$ cat src/rtl/rptr_empty_fwft.sv
// Read-side pointer, empty detection and first-word-fall-through output stage
// for a dual-clock FIFO; also reports a registered fill level and almost-empty.
module rptr_empty_fwft #(
  parameter int unsigned ADDRSIZE  = 6,
  parameter int unsigned DSIZE     = 8,
  parameter int unsigned AE_THRESH = 4
) (
  input  logic                  rclk,
  input  logic                  rrst_n,
  input  logic [ADDRSIZE:0]     rq2_wptr,
  input  logic                  rinc,
  input  logic [DSIZE-1:0]      mem_rdata,
  output logic [ADDRSIZE-1:0]   raddr,
  output logic [ADDRSIZE:0]     rptr,
  output logic [DSIZE-1:0]      rdata,
  output logic                  rvalid,
  output logic                  rempty,
  output logic [ADDRSIZE+1:0]   rlevel,
  output logic                  ralmost_empty
);

  localparam int unsigned PW = ADDRSIZE + 1;
  localparam int unsigned LW = ADDRSIZE + 2;

  logic [PW-1:0]    rbin_q, rbin_d;
  logic [PW-1:0]    rptr_q, rptr_d;
  logic             mem_empty_q, mem_empty_d;
  logic             rvalid_q, rvalid_d;
  logic             rempty_q, rempty_d;
  logic [DSIZE-1:0] rdata_q, rdata_d;
  logic [LW-1:0]    rlevel_q, rlevel_d;
  logic             ralmost_empty_q, ralmost_empty_d;

  logic             pop;
  logic             fetch;
  logic [PW-1:0]    wbin_s;
  logic [PW-1:0]    diff;

  // Next-state: pointer advance, FWFT register refill and level bookkeeping
  always_comb begin
    pop             = rinc & rvalid_q;
    fetch           = ~mem_empty_q & (~rvalid_q | pop);
    rbin_d          = rbin_q + PW'(fetch);
    rptr_d          = (rbin_d >> 1) ^ rbin_d;
    mem_empty_d     = (rptr_d == rq2_wptr);
    rvalid_d        = rvalid_q;
    rdata_d         = rdata_q;
    if (fetch) begin
      rvalid_d = 1'b1;
      rdata_d  = mem_rdata;
    end else if (pop) begin
      rvalid_d = 1'b0;
    end
    rempty_d        = ~rvalid_d;
    // Gray-to-binary: each binary bit is the XOR of all Gray bits at or above it
    wbin_s          = rq2_wptr;
    for (int i = 1; i < int'(PW); i++) begin
      wbin_s = wbin_s ^ (rq2_wptr >> i);
    end
    diff            = wbin_s - rbin_d;
    rlevel_d        = LW'(diff) + LW'(rvalid_d);
    ralmost_empty_d = (rlevel_d <= LW'(AE_THRESH));
  end

  always_ff @(posedge rclk or negedge rrst_n) begin
    if (!rrst_n) begin
      rbin_q          <= '0;
      rptr_q          <= '0;
      mem_empty_q     <= 1'b1;
      rvalid_q        <= 1'b0;
      rempty_q        <= 1'b1;
      rdata_q         <= '0;
      rlevel_q        <= '0;
      ralmost_empty_q <= 1'b1;
    end else begin
      rbin_q          <= rbin_d;
      rptr_q          <= rptr_d;
      mem_empty_q     <= mem_empty_d;
      rvalid_q        <= rvalid_d;
      rempty_q        <= rempty_d;
      rdata_q         <= rdata_d;
      rlevel_q        <= rlevel_d;
      ralmost_empty_q <= ralmost_empty_d;
    end
  end

  assign raddr         = rbin_q[ADDRSIZE-1:0];
  assign rptr          = rptr_q;
  assign rdata         = rdata_q;
  assign rvalid        = rvalid_q;
  assign rempty        = rempty_q;
  assign rlevel        = rlevel_q;
  assign ralmost_empty = ralmost_empty_q;

endmodule
$ cat config.mk
export PLATFORM = sky130hd
export DESIGN_NAME = rptr_empty_fwft
export DESIGN_NICKNAME = d
export VERILOG_FILES = /design/src/rtl/rptr_empty_fwft.sv
export SDC_FILE = /design/constraint.sdc
export NUM_CORES = 1
export LEC_CHECK = 0
export CORE_MARGIN = 8
export CORE_UTILIZATION = 51
export CTS_CLUSTER_DIAMETER = 30
export CTS_CLUSTER_SIZE = 10
export DETAILED_ROUTE_END_ITERATION = 10
export PLACE_DENSITY = 0.87
export SYNTH_ARGS = -nofsm -noshare
export SYNTH_HDL_FRONTEND = slang
export SYNTH_SLANG_ARGS = --single-unit
$ cat constraint.sdc
create_clock -name rclk -period 7 [get_ports rclk]
set_clock_uncertainty 0.05 [all_clocks]
set_input_delay 0.7 -clock rclk [delete_from_list [all_inputs] [get_ports rclk]]
set_output_delay 0.7 -clock rclk [all_outputs]
set_load 0.1 [all_outputs]
==> results by group, run 1 <==
Outcome
  – Status: completed

STA
  – # setup viols final: 0
  – Minimum clock period: 4.50 ns
  – Worst setup margin: 2.50 ns
  – F_max: 0.222 GHz
  – Fin crit share: 64.3%
  – Final slew viol count: 0
  – Max-slew headroom: 33.3%
  – Setup tns final: 0 ns
  – Final Hold Vio Count: 0
  – Worst-Margin Slew: 0.997 ns
  – RSZ-0062 raised after global routing: no

CTS
  – Clock sink total: 33
  – CTS tree: built
  – # H-tree levels: 2
  – Root Driver: clkbuf_4
  – CTS Buf Count: 5
  – CTS Buffer Depth: 2
  – Post-CTS Hold Fix Bufs: 0
  – Post-CTS Setup Inserts: 0
  – Clock transition at path regs: 0.10 ns
  – CTS resizes: 0
  – Clk_lat worst skew: 0.33 ns

Hold path
  – Worst min-delay path category: flip-flop to flip-flop

Yosys
  – Async S/R FF share, synth: 100%
  – Largest cells by area after synthesis: dfrtp_1, xor2_1, xnor2_1
  – Syn Nets: 177
  – Largest area contributor in the netlist: dfrtp_1
  – Synth cell types: 42
  – Post-synth top flop: dfrtp_1
  – Number of synthesized flops with an enable pin: 0
  – Number of synthesis warnings: 0
  – Post-Synthesis Cell Area: 0.00180 mm2
  – Syn_area_per_cell: 12.1 um2
  – Seq cells post-synth: 33
  – Synth top area share: 41.6%
  – Sequential share of the synthesized area: 46.0%
  – Synth Instances: 149

Job
  – Max cap viols: 0

Routing
  – Initial drt markers: 59
  – Drt drc: 0
  – TritonRoute pass-1 iters: 4
  – Avg WL per Cell: 17.5 um
  – Routed vias: 1349
  – DRT Wirelength: 4400 um
  – Drt via density: 5.37
  – Post-route ant nets: 0

Cells and area
  – Fillers: 249
  – Final Instance Area: 0.00244 mm2
  – Commonest non-fill, non-tap cell in the layout: clkdlybuf4s50_1
  – Share of cells above drive strength 1: 14.1%
  – Area Overhead vs Synth: 35.1%
  – Final #Nets: 232
  – ANT cells: 0
  – Area of the multi-input gates: 925 um2
  – Commonest non-fill, non-tap cells in the layout: clkdlybuf4s50_1, dfrtp_1, xor2_1, xnor2_1, inv_1
  – FF+latch area: 830 um2

Die
  – Height of the die: 75.5 um
  – Cell Rows: 21
  – Io pins: 50
  – Initial core utilization: 53.6%
  – Die Footprint: 0.00569 mm2
  – Core box area: 0.00336 mm2
  – Die width: 75.5 um

GRT
  – First-pass GRT wire length: 7000 um
  – Initial antenna violation count: 0
  – GRT Util Overall: 16.8%
  – Grt ovf: 0
  – Vias in the first global route: 1418
  – Largest net degree at the start of global routing: 34

Place
  – DP Worst Slack: 2.21 ns
  – RD Place Congestion: 0.942
  – Hpwl dp: 3470 um
  – Port bufs: 49
  – Dpl cell area: 0.00235 mm2

Critical path
  – CP required: 7.20 ns
  – Worst r2r src: rvalid$_DFF_PN0_
  – R2r endpoint: ralmost_empty$_DFF_PN1_
  – Worst setup path endpoint: ralmost_empty$_DFF_PN1_
  – R2r worst-path depth: 11
  – Critical path endpoint category: flip-flop
  – CP Data Arrival Time: 4.70 ns
  – Flop-to-flop setup slack: 3.16 ns
  – Worst setup SP type: input pin
  – Worst-path maximum fanout: 8
  – Crit path from: rq2_wptr[4]
  – Critical path class: input pin to flip-flop
## sequential cells by signal, summed over array words and instances (netlist names)
name and count:
rdata 8, rlevel 8, rbin_q 7, rptr 6, mem_empty_q 1, ralmost_empty 1, rempty 1, rvalid 1
## cell usage after synthesis (2+ instances only)
master    number
dfrtp_1       30
nor2_1         3
nand2_1        4
inv_1         11
ha_1           9
dfstp_2        3
xnor2_1       15
mux2_2         8
or2_2          2
and3_1         3
nor2b_1        3
nand3_1        6
xor2_1        16
nand4_1        2
nand2b_1       3
o21ai_0        5
## worst min-delay path by stage
| stage | cells past startpoint | start | to |
|---|---|---|---|
| global route | 1 | rdata[5]$_DFFE_PN0P_ | rdata[5]$_DFFE_PN0P_ |
| CTS | 1 | rdata[7]$_DFFE_PN0P_ | rdata[7]$_DFFE_PN0P_ |
| finish | 1 | rdata[7]$_DFFE_PN0P_ | rdata[7]$_DFFE_PN0P_ |
| detailed placement | 1 | rdata[7]$_DFFE_PN0P_ | rdata[7]$_DFFE_PN0P_ |
| global placement | 1 | rdata[0]$_DFFE_PN0P_ | rdata[0]$_DFFE_PN0P_ |
| floorplan | 0 | rrst_n | rbin_q[0]$_DFF_PN0_ |
## kinds of logic after synthesis
group	after synthesis	synth area share [%]
flops	33	46.0
simple gates	33	10.8
xor+xnor	35	19.9
mux	9	5.55
fa+ha+maj	12	8.54
compound gates	14	6.45
buf+inv	13	2.71
## layer usage
layer  vias up  GRT usage (%)  share of wire [%]  wire [um]
li1        625              -                  -          -
met1       671           18.2                 39       1720
met2        45           29.8                 52       2290
met3         8           4.08                6.4        281
met4         0           8.32                2.6        113
met5         -              0                  0          0
## area by class of cell
type                            instances  share of cell area [%]
Clock buffer                            7                    2.26
Inverter                               11                    1.69
Clock inverter                          1                    1.23
Multi-Input combinational cell        103                    38.0
Sequential cell                        33                    34.1
Tap cell                               46                    2.36
Timing Repair Buffer                   50                    20.4
## per-stage QoR
stage | hold WS (ns) | instances | util [%]
after floorplan | 0.354 | 149 | -
after global placement | 0.439 | 243 | 69.9
after detailed placement | 0.448 | 243 | 69.9
after CTS | 0.470 | 251 | 72.4
after global routing | 0.487 | 251 | 72.4
final | 0.465 | 251 | 72.4
## worst max-delay path: stages
cell and delay (ns):
clkdlybuf4s50_1 0.49, xor3_2 0.53, xnor2_2 0.42, xor2_1 0.30
xnor2_1 0.11, ha_1 0.22, fa_1 0.51, inv_1 0.14
nand2_1 0.07, o311ai_0 0.61, and3_1 0.27, mux2i_1 0.08
nor4b_2 0.23
Power of run 1 is not shown: default switching activity piles up to over one toggle a cycle in this logic, so the estimate is an artifact.
==> run 2: changes to the inputs <==
Settings changed: CORE_UTILIZATION 51 to 43, PLACE_DENSITY 0.87 to 0.79.
Clock period 7 ns to 4.12 ns, I/O delays scaled along.
==> run 2 against run 1 <==
- sequential share of layout area is 0.75 points lower
- cell count increased by 4.0%
- critical path depth increased by 1
- non-clock buffer count grew 6
- final area is 2.3% higher
==> results by group, run 2 (synthesized netlist as in run 1, its figures left out) <==
Job
  – Max cap viols: 0

Die
  – Die Footprint: 0.00652 mm2
  – Height of the die: 80.8 um
  – Die width: 80.8 um
  – Io pins: 50
  – Cell Rows: 23
  – Initial core utilization: 44.8%
  – Core box area: 0.00403 mm2

STA
  – RSZ-0062 raised after global routing: no
  – Max-slew headroom: 32.8%
  – Worst-Margin Slew: 1.01 ns
  – Setup tns final: 0 ns
  – # setup viols final: 0
  – Minimum clock period: 3.77 ns
  – Fin crit share: 91.5%
  – Final slew viol count: 0
  – F_max: 0.265 GHz
  – Final Hold Vio Count: 0

GRT
  – First-pass GRT wire length: 6660 um
  – Initial antenna violation count: 0
  – GRT Util Overall: 13.3%
  – Grt ovf: 0
  – Vias in the first global route: 1415
  – Largest net degree at the start of global routing: 34

CTS
  – CTS resizes: 0
  – Post-CTS Hold Fix Bufs: 0
  – CTS tree: built
  – Root Driver: clkbuf_8
  – Clk_lat worst skew: 0.28 ns
  – Post-CTS Setup Inserts: 0
  – Clock transition at path regs: 0.06 ns
  – CTS Buf Count: 5
  – Clock sink total: 33
  – # H-tree levels: 2
  – CTS Buffer Depth: 2

Routing
  – Initial drt markers: 63
  – Drt via density: 5.10
  – Post-route ant nets: 0
  – Routed vias: 1332
  – Avg WL per Cell: 15.9 um
  – TritonRoute pass-1 iters: 4
  – Drt drc: 0
  – DRT Wirelength: 4140 um

Critical path
  – Worst r2r src: rvalid$_DFF_PN0_
  – Critical path endpoint category: flip-flop
  – Worst setup SP type: input pin
  – Worst-path maximum fanout: 4
  – R2r worst-path depth: 11
  – Flop-to-flop setup slack: 0.94 ns
  – Critical path class: input pin to flip-flop
  – Worst setup path endpoint: ralmost_empty$_DFF_PN1_
  – CP Data Arrival Time: 3.92 ns
  – R2r endpoint: ralmost_empty$_DFF_PN1_
  – Crit path from: rq2_wptr[4]
  – CP required: 4.27 ns

Cells and area
  – Share of cells above drive strength 1: 16.1%
  – Final #Nets: 238
  – Commonest non-fill, non-tap cell in the layout: clkdlybuf4s50_1
  – ANT cells: 0
  – Area Overhead vs Synth: 38.2%
  – Fillers: 306
  – Commonest non-fill, non-tap cells in the layout: clkdlybuf4s50_1, dfrtp_1, xor2_1, xnor2_1, inv_1
  – Area of the multi-input gates: 925 um2
  – Final Instance Area: 0.00249 mm2
  – FF+latch area: 830 um2

Place
  – Port bufs: 49
  – RD Place Congestion: 0.841
  – Hpwl dp: 3310 um
  – Dpl cell area: 0.00240 mm2

Outcome
  – Status: completed

Hold path
  – Worst min-delay path category: flip-flop to flip-flop
run 2: cell count changes in the layout (fill, tap and decap cells not counted):
cell,before,now
buf_4,1,7
bufinv_16,1,0
clkbuf_1,1,2
clkbuf_8,1,6
clkbuf_4,5,0
run 2: metal layers:
layer | routed length (um) | global-route usage, % | part of all wire, %
met2 | 2070 | 23.7 | 50
met1 | 1590 | 13.9 | 38
met4 | 127 | 7.68 | 3.1
met5 | 0 | 0 | 0
met3 | 347 | 3.75 | 8.4
run 2: worst min path at each step:
stage                                startpoint                   end  cells after the start
after floorplan                          rrst_n   rbin_q[0]$_DFF_PN0_                      0
after global placement     rdata[4]$_DFFE_PN0P_  rdata[4]$_DFFE_PN0P_                      1
after detailed placement  mem_empty_q$_DFF_PN1_      rvalid$_DFF_PN0_                      1
after CTS                 mem_empty_q$_DFF_PN1_      rvalid$_DFF_PN0_                      1
after global routing      mem_empty_q$_DFF_PN1_      rvalid$_DFF_PN0_                      1
final                     mem_empty_q$_DFF_PN1_      rvalid$_DFF_PN0_                      1
run 2: metrics by stage:
stage / instances / hold slack [ns] / worst slack [ns] / util, %
floorplan: 149 / 0.0664 / 0.159 / -
global placement: 253 / 0.437 / 0.218 / 59.6
detailed placement: 253 / 0.439 / 0.0989 / 59.6
CTS: 261 / 0.454 / 0.339 / 61.8
global route: 261 / 0.485 / 0.0977 / 61.8
finish: 261 / 0.452 / 0.351 / 61.8
run 2: layout make-up:
cell class,count,share of cell area [%]
multi-input cells,103,37.1
flip-flops and latches,33,33.3
repair buffers,56,21.8
clock buffers,8,3.62
well taps,50,2.51
inverters,11,1.66
run 2: critical path, cell delays in order:
cell and delay, ns:
clkdlybuf4s50_1 0.51, xor3_2 0.53, xnor2_2 0.23, xor2_1 0.31, xnor2_1 0.12, ha_1 0.22
fa_1 0.51, inv_1 0.06, ha_1 0.25, xor2_1 0.17, xnor2_1 0.14, o21ai_0 0.11
nand2b_1 0.10, nor4b_2 0.25
Power of run 2 is left out for the same reason.
